### src/rtl/egd_stream_ctrl.sv
// rtl/egd_stream_ctrl.sv - exp-Golomb decoder stream sequencer; optional perf counters under EGD_STREAM_CTRL_PERF_EN
module egd_stream_ctrl #(
  parameter int MAX_WAIT = 15
) (
  input  logic        wb_clk_i,
  input  logic        wb_rst_i,
  input  logic        word_valid,
  input  logic [15:0] word_data,
  output logic        word_ready,
  input  logic        cmd_valid,
  input  logic [1:0]  cmd_sel,
  output logic        cmd_ready,
  output logic [15:0] egd_window,
  output logic [1:0]  egd_sel,
  output logic        egd_start,
  input  logic        egd_done,
  input  logic [4:0]  egd_len,
  input  logic [7:0]  egd_value,
  output logic        res_valid,
  output logic [7:0]  res_data,
  input  logic        res_ready,
  output logic [5:0]  fill_level,
  output logic [1:0]  err
`ifdef EGD_STREAM_CTRL_PERF_EN
  ,
  output logic [15:0] perf_decodes,
  output logic [15:0] perf_stalls
`endif
);

  typedef enum logic [2:0] {
    ST_IDLE  = 3'd0,
    ST_FILL  = 3'd1,
    ST_ISSUE = 3'd2,
    ST_WAIT  = 3'd3,
    ST_DONE  = 3'd4
  } state_t;

  // Timeout fires on the last of MAX_WAIT waiting cycles.
  localparam logic [3:0] LP_WAIT_LAST = 4'(MAX_WAIT - 1);

  state_t      r_state;
  state_t      w_state_nxt;
  logic [31:0] r_window;
  logic [5:0]  r_fill;
  logic [1:0]  r_sel;
  logic [3:0]  r_wait;
  logic        r_res_valid;
  logic [7:0]  r_res_data;
  logic [1:0]  r_err;

  logic        w_word_ready;
  logic        w_cmd_ready;
  logic        w_start;
  logic        w_done_take;
  logic        w_timeout;
  logic        w_word_take;
  logic        w_cmd_take;
  logic        w_len_bad;
  logic [4:0]  w_shamt;
  logic [31:0] w_ins;
  logic [31:0] w_keep;

  assign w_word_take = word_valid & w_word_ready;
  assign w_cmd_take  = cmd_valid & w_cmd_ready;

  // New word lands just below the valid bits; bits at and below the fill point are replaced.
  assign w_ins  = {word_data, 16'h0000} >> r_fill;
  assign w_keep = ~(32'hFFFF_FFFF >> r_fill);

  // Clamp the decoder's consumed length into 0..16 and flag out-of-range values.
  always_comb begin
    w_len_bad = 1'b0;
    w_shamt   = egd_len;
    if (egd_len == 5'd0) begin
      w_len_bad = 1'b1;
      w_shamt   = 5'd0;
    end else if (egd_len > 5'd16) begin
      w_len_bad = 1'b1;
      w_shamt   = 5'd16;
    end
  end

  // State register.
  always_ff @(posedge wb_clk_i) begin
    if (wb_rst_i) r_state <= ST_IDLE;
    else          r_state <= w_state_nxt;
  end

  // Next-state and handshake decode.
  always_comb begin
    w_state_nxt  = r_state;
    w_word_ready = 1'b0;
    w_cmd_ready  = 1'b0;
    w_start      = 1'b0;
    w_done_take  = 1'b0;
    w_timeout    = 1'b0;
    case (r_state)
      ST_IDLE: begin
        w_word_ready = (r_fill <= 6'd16);
        w_cmd_ready  = (r_fill >= 6'd16) && !r_res_valid;
        if (cmd_valid && w_cmd_ready) w_state_nxt = ST_ISSUE;
        else if (r_fill < 6'd16)      w_state_nxt = ST_FILL;
      end
      ST_FILL: begin
        w_word_ready = (r_fill <= 6'd16);
        if (r_fill >= 6'd16) w_state_nxt = ST_IDLE;
      end
      ST_ISSUE: begin
        w_start     = 1'b1;
        w_state_nxt = ST_WAIT;
      end
      ST_WAIT: begin
        if (egd_done) begin
          w_done_take = 1'b1;
          w_state_nxt = ST_DONE;
        end else if (r_wait == LP_WAIT_LAST) begin
          w_timeout   = 1'b1;
          w_state_nxt = ST_IDLE;
        end
      end
      ST_DONE: w_state_nxt = ST_IDLE;
      default: w_state_nxt = ST_IDLE;
    endcase
  end

  // Window and fill level: consume on decode completion, append on word accept.
  always_ff @(posedge wb_clk_i) begin
    if (wb_rst_i) begin
      r_window <= 32'h0;
      r_fill   <= 6'd0;
    end else if (w_done_take) begin
      r_window <= r_window << w_shamt;
      r_fill   <= r_fill - {1'b0, w_shamt};
    end else if (w_word_take) begin
      r_window <= (r_window & w_keep) | w_ins;
      r_fill   <= r_fill + 6'd16;
    end
  end

  // Mode latch and decoder wait counter.
  always_ff @(posedge wb_clk_i) begin
    if (wb_rst_i) begin
      r_sel  <= 2'd0;
      r_wait <= 4'd0;
    end else begin
      if (w_cmd_take) r_sel <= cmd_sel;
      if (r_state == ST_ISSUE)                r_wait <= 4'd0;
      else if (r_state == ST_WAIT && !egd_done) r_wait <= r_wait + 4'd1;
    end
  end

  // Result holding register; the decode result is captured as the decoder reports done.
  always_ff @(posedge wb_clk_i) begin
    if (wb_rst_i) begin
      r_res_valid <= 1'b0;
      r_res_data  <= 8'h00;
    end else if (w_done_take) begin
      r_res_valid <= 1'b1;
      r_res_data  <= egd_value;
    end else if (r_res_valid && res_ready) begin
      r_res_valid <= 1'b0;
    end
  end

  // Sticky error flags, cleared only by reset.
  always_ff @(posedge wb_clk_i) begin
    if (wb_rst_i) begin
      r_err <= 2'b00;
    end else begin
      if (w_timeout)               r_err[0] <= 1'b1;
      if (w_done_take && w_len_bad) r_err[1] <= 1'b1;
    end
  end

`ifdef EGD_STREAM_CTRL_PERF_EN
  logic [15:0] r_perf_decodes;
  logic [15:0] r_perf_stalls;
  logic        w_stall;

  assign w_stall = (r_state == ST_FILL) ||
                   ((r_state == ST_IDLE) && cmd_valid && !w_cmd_ready);

  // Saturating decode and stall counters.
  always_ff @(posedge wb_clk_i) begin
    if (wb_rst_i) begin
      r_perf_decodes <= 16'h0000;
      r_perf_stalls  <= 16'h0000;
    end else begin
      if (r_state == ST_DONE && r_perf_decodes != 16'hFFFF) r_perf_decodes <= r_perf_decodes + 16'd1;
      if (w_stall && r_perf_stalls != 16'hFFFF)             r_perf_stalls  <= r_perf_stalls + 16'd1;
    end
  end

  assign perf_decodes = r_perf_decodes;
  assign perf_stalls  = r_perf_stalls;
`endif

  assign word_ready = w_word_ready;
  assign cmd_ready  = w_cmd_ready;
  assign egd_start  = w_start;
  assign egd_window = r_window[31:16];
  assign egd_sel    = r_sel;
  assign res_valid  = r_res_valid;
  assign res_data   = r_res_data;
  assign fill_level = r_fill;
  assign err        = r_err;

endmodule
### config.mk
export PLATFORM = sky130hd
export DESIGN_NAME = egd_stream_ctrl
export DESIGN_NICKNAME = d
export VERILOG_FILES = /design/src/rtl/egd_stream_ctrl.sv
export SDC_FILE = /design/constraint.sdc
export NUM_CORES = 1
export LEC_CHECK = 0
export CAP_MARGIN = 10
export CORE_MARGIN = 2
export CORE_UTILIZATION = 45
export CTS_BUF_LIST = sky130_fd_sc_hd__clkbuf_4
export DETAILED_ROUTE_END_ITERATION = 10
export PLACE_DENSITY = 0.69
export SYNTH_ARGS = -nofsm -noshare
export SYNTH_HDL_FRONTEND = slang
export SYNTH_SLANG_ARGS = --single-unit
### constraint.sdc
create_clock -name wb_clk_i -period 4.7 [get_ports wb_clk_i]
set_input_delay 0.94 -clock wb_clk_i [delete_from_list [all_inputs] [get_ports wb_clk_i]]
set_output_delay 0.94 -clock wb_clk_i [all_outputs]
set_load 0.1 [all_outputs]
==> impl_metrics.csv, run 1 <==
group,metric,value,unit
cts,postCtsHoldBufs,0,
synthesis,yosys.area.top_type,"dfxtp_1",
worst_setup_path,cp.required,5.00,ns
floorplanning,die_area,15200,um^2
timing,hold_ws,0.462,ns
cts,clk_latency,0.45,ns
timing,period_share,78.2,%
global_route,grt_usage,34.5,%
finish,syn_to_final_growth,14.1,%
synthesis,synth_area_leaders,"dfxtp_1 18%, mux2i_1 11%, o21ai_0 5.3%",
placed_design,place_area,7190,um^2
synthesis,syn_avg_cell_area,7.49,um^2
routing,drt_iter0_markers,964,
timing,relSlewSlack,32.7,%
synthesis,yosysUniqueCellTypes,81,
worst_setup_path,end_kind,"flip-flop",
finish,final_common_cell,"nor2_1",
cts,cts_resized,0,
global_route,grt.overflow.total,0,
cts,cts_tree,"yes",
synthesis,synthArstFlopShare,0,%
cts,h-tree-depth,3,
global_route,antenna_found_initial,1,
placed_design,dpl.cell_count,1052,
cts,post-cts-setup-buffers,0,
routing,wl_per_cell,24.5,um
worst_setup_path,crit_type,"in -> reg",
synthesis,synth-edff-count,0,
worst_hold_path,hold_class,"reg -> reg",
floorplanning,fp.dieW,123,um
cts,cts.sinks,58,
worst_setup_path,critPathLaunchType,"input port",
global_route,grt_pass1_wl,40.0,mm
timing,tightest_slew,1.01,ns
synthesis,synth_cells,857,
placed_design,portBuffers,74,
synthesis,synth_top_area_share,18.1,%
placed_design,globalplace.congestion,1.00,
routing,via_count,7410,
synthesis,synth_warnings,0,
routing,detail-route-antenna-nets,0,
cts,numCtsBuffers,9,
placed_design,place_hpwl,19.3,mm
finish,final_cell_mix,"77 x nor2_1, 74 x nand2_1, 70 x clkdlybuf4s50_1",
floorplanning,start_util,46.2,%
synthesis,yosysSeqAreaShare,18.1,%
timing,finalCriticalPeriod,3.67,ns
timing,tns,0,ns
finish,nets,931,
timing,skew,0.0228,ns
routing,totalWireLength,26.2,mm
synthesis,synth_flop_cell,"dfxtp_1",
routing,dr.pass1.iters,6,
finish,drive_gt1_share,11.6,%
cts,path_clk_slew,0.11,ns
floorplanning,io_pins,75,
finish,post-route-cell-area,7320,um^2
run,cap_violations,0,
floorplanning,die_h,123,um
power,ir_worst_vdd,0.193,mV
timing,report.final.setup_viol,0,
routing,vias_per_cell,6.93,
synthesis,synth_seq_cells,58,
global_route,grt_max_degree,52,
worst_setup_path,critPathMaxFanout,36,
global_route,first_global_vias,6797,
timing,maxSlewViolCount,0,
floorplanning,core,13900,um^2
cts,cts_buffer_depth,2,
synthesis,syn_nets,905,
finish,stdcell_count,1069,
power,power_density,384,nW/um^2
power,p_leak,2.56,nW
timing,rsz0062_at_grt,"false",
finish,num-fill-cells,1404,
timing,report.final.hold_viol_count,0,
cts,clock-root-buffer,"clkbuf_4",
worst_setup_path,crit_arrival,3.98,ns
synthesis,syn-cell-area,6420,um^2
run_status,status,"finished, final reports clean",
timing,fmax,0.272,GHz
routing,drc,0,
floorplanning,num_rows,43,
## sequential cells by signal (all words and copies together), names as in the netlist, named ones only
register / flops
r_window: 31
res_data: 8
fill_level: 6
r_wait: 4
r_state: 3
egd_sel: 2
err: 2
res_valid: 1
## cell type report
type                       count  area (um^2)  area share [%]
inverter                      16         60.1           0.820
multi-input combinational    693         4770            65.1
antenna                        1         2.50          0.0342
timing repair buffer         105          973            13.3
clock buffer                  10         75.1            1.02
tap                          180          225            3.07
sequential                    58         1160            15.9
clock inverter                 6         57.6           0.786
## critical path, stage by stage
cell and delay, ns:
clkdlybuf4s50_1 0.42, nor3_1 0.30, nand2_1 0.12, ha_1 0.21, or3b_1 0.42, buf_12 0.20
a221oi_1 0.42, a31oi_1 0.13, a311o_1 0.38, a21oi_1 0.31, nor3_1 0.12
## path summary, 6_finish.rpt
| check | start | to | slack, ns | cells after the start |
|---|---|---|---|---|
| min | res_data[0] | res_data[0] | 0.46 | 2 |
| max reg2reg | fill_level[5] | r_window[19] | 1.52 | 8 |
| max | egd_len[1] | r_window[21] | 1.03 | 11 |
| min reg2reg | res_data[0] | res_data[0] | 0.46 | 2 |
## metal layers
metal  global-route usage [%]  part of all wire (%)  vias up
met1                     47.0                    40     3429
met3                     6.46                    11      130
li1                         -                     -     3281
met5                        0                     0        -
met2                     51.8                    43      570
met4                     17.9                   6.0        0
## through the flow
stage,util [%],power [mW],worst slack (ns)
after floorplan,-,1.92,0.301
after global placement,51.8,2.38,0.684
after detailed placement,51.8,2.37,0.594
after CTS,52.7,2.74,1.04
after global routing,52.8,2.91,0.837
final,52.8,2.81,1.03
## synth_stat cells (11+ instances only)
master and instances:
buf_4 16, o21ai_0 68, mux2i_1 69, mux4_2 14, inv_1 13, a22oi_1 14, nor3_1 23, a211oi_1 27
nand3_1 18, buf_2 18, mux2_2 11, nor2b_1 14, nor2_1 77, a21oi_1 67, nand2_1 74, clkbuf_1 47
dfxtp_1 58, a31oi_1 20
## where the power goes
| part | internal (mW) | switching, mW | leakage (nW) |
|---|---|---|---|
| sequential | 0.577 | 0.210 | 0.475 |
| combinational | 0.521 | 1.13 | 2.01 |
| clock | 0.164 | 0.210 | 0.0776 |
## cell families (layout without fill, tap and decap cells)
kind of cell               after synthesis  count (layout)  synth area share (%)
AOI/OAI and AO/OA                      292             292                  30.2
xor gates and xnor gates                 7               7                 0.955
adders and majority gates               11              11                  2.26
buffers and inverters                  106             137                  7.95
DFF                                     58              58                  18.1
muxes                                   95              95                  18.0
other                                    0               1                     0
and+or+nand+nor                        288             288                  22.6
Note: power is estimated with default switching activity, not from simulation.
==> inputs of run 2 (changes only) <==
==> constraint.sdc (replaced) <==
create_clock -name wb_clk_i -period 3.5 [get_ports wb_clk_i]
set_input_delay 0.7 -clock wb_clk_i [delete_from_list [all_inputs] [get_ports wb_clk_i]]
set_output_delay 0.7 -clock wb_clk_i [all_outputs]
set_load 0.1 [all_outputs]
==> impl_metrics.csv, run 2 (synthesis results as in run 1) <==
group,metric,value,unit
power,clkPwrFrac,12.2,%
timing,rsz0062_at_grt,"false",
cts,postCtsHoldBufs,0,
worst_setup_path,cp_cell_sequence,"clkdlybuf4s50_1 > nor3_1 > nand2_1 > ha_1 > buf_4 > nor3b_2 > inv_2 > ha_1 > a21oi_1 > o21ai_1 > a21oi_1 > nor2b_1 > or4_1 > a31oi_1",
cts,cts_buffer_depth,2,
power,switching_share,52.7,%
worst_setup_path,critPathMaxFanout,14,
worst_setup_path,crit_type,"in -> reg",
cts,path_clk_slew,0.10,ns
cts,cts_tree,"yes",
power,ir_worst_vdd,0.368,mV
finish,syn_to_final_growth,26.2,%
global_route,grt_pass1_wl,41.4,mm
finish,drive_gt1_share,22.7,%
worst_setup_path,critPathLaunchType,"input port",
timing,skew,0.0214,ns
run_status,status,"finished, final reports clean",
global_route,grt_usage,36.0,%
routing,wl_per_cell,23.1,um
finish,top_register,"r_window",
routing,vias_per_cell,6.62,
floorplanning,core,13900,um^2
global_route,grt_max_degree,53,
cts,clk_latency,0.43,ns
timing,relSlewSlack,34.0,%
timing,timing.final.ws_setup,0.222,ns
worst_hold_path,hold_class,"reg -> reg",
floorplanning,num_rows,43,
floorplanning,fp.dieW,123,um
power,p_leak,3.11,nW
worst_setup_path,crit_arrival,3.63,ns
worst_setup_path,path_delay_family,"simple AND/OR/NAND/NOR gates",
global_route,antenna_found_initial,1,
finish,final_common_cell,"buf_4",
power,switchingPower,2.13,mW
global_route,first_global_vias,7174,
placed_design,portBuffers,74,
timing,period_share,93.7,%
finish,largest_reg_flops,31,
routing,drc,0,
global_route,grt.overflow.total,0,
placed_design,place_ws,-0.193,ns
cts,numCtsBuffers,9,
cts,h-tree-depth,3,
worst_setup_path,end_kind,"flip-flop",
routing,detail-route-antenna-nets,0,
timing,fmax,0.305,GHz
power,intPower,1.91,mW
cts,post-cts-setup-buffers,0,
cts,cts.sinks,58,
routing,drt_iter0_markers,972,
timing,tightest_slew,0.987,ns
placed_design,place_hpwl,20.7,mm
cts,cts_resized,0,
placed_design,globalplace.congestion,1.05,
power,p_seq_share,25.7,%
timing,finalCriticalPeriod,3.28,ns
routing,totalWireLength,27.0,mm
cts,clock-root-buffer,"clkbuf_4",
finish,nets,1029,
floorplanning,start_util,46.2,%
run,cap_violations,0,
worst_setup_path,critPathSlowestCell,"clkdlybuf4s50_1",
floorplanning,die_h,123,um
routing,via_count,7718,
timing,report.final.setup_viol,0,
worst_setup_path,max_stage_delay,0.42,ns
worst_setup_path,cp.required,3.85,ns
timing,report.final.hold_viol_count,0,
timing,tns,0,ns
routing,dr.pass1.iters,6,
worst_setup_path,cp_num_buf_inv,3,
floorplanning,die_area,15200,um^2
finish,final_cell_mix,"148 x buf_4, 77 x nor2_1, 74 x nand2_1",
power,power_density,499,nW/um^2
power,power_frac_comb,62.1,%
floorplanning,io_pins,75,
power,power,4.04,mW
timing,maxSlewViolCount,0,
==> run 2: cell types whose count changed in the layout (fill, tap and decap cells not counted), moves of 2 or more <==
| cell | delta |
|---|---|
| clkdlybuf4s50_1 | -23 |
| buf_12 | +6 |
| nor4_4 | +2 |
| buf_4 | +115 |
| nor4_2 | -2 |
==> run 2: final timing paths <==
| check | depth (start not counted) | slack, ns | startpoint | endpoint |
|---|---|---|---|---|
| worst max-delay path | 14 | 0.22 | egd_len[1] | fill_level[5] |
| worst min-delay path | 2 | 0.46 | res_data[2] | res_data[2] |
| worst max register to register | 5 | 0.78 | fill_level[0] | r_window[10] |
| worst min register to register | 2 | 0.46 | res_data[2] | res_data[2] |
==> run 2: power by group through the flow <==
stage / clock network (mW) / registers, mW / logic, mW
after floorplan: 0 / 1.01 / 1.60
after CTS: 0.501 / 1.01 / 2.46
after global placement: 0 / 1.03 / 2.44
final: 0.493 / 1.04 / 2.51
after global routing: 0.525 / 1.03 / 2.65
after detailed placement: 0 / 1.03 / 2.45
==> run 2: routing by layer <==
metal	global-route usage (%)	routed length (um)
met5	0	0
met4	17.8	1330
met3	7.38	2760
met2	53.5	11700
met1	49.5	11200
==> run 2: through the flow <==
stage	hold WS (ns)	cell area, um^2	utilization, %	instances
final	0.459	8100	58.3	1166
after global routing	0.482	8100	58.3	1166
after CTS	0.462	8100	58.3	1165
after detailed placement	0.446	7970	57.4	1150
after global placement	0.441	7970	57.4	1150
after floorplan	0.482	6470	-	857
==> run 2: worst min-delay path: stages (launching register included) <==
cell	delay [ns]
dfxtp_1	0.32
nand2_1	0.05
a21oi_1	0.05
==> run 2: cell type report <==
class / count / area (um^2)
diodes: 1 / 2.50
clock buffers: 11 / 82.6
clock inverters: 4 / 43.8
fillers: 1299 / 5780
inverters: 16 / 60.1
multi-input cells: 693 / 4790
flip-flops and latches: 58 / 1160
well taps: 180 / 225
repair buffers: 203 / 1730
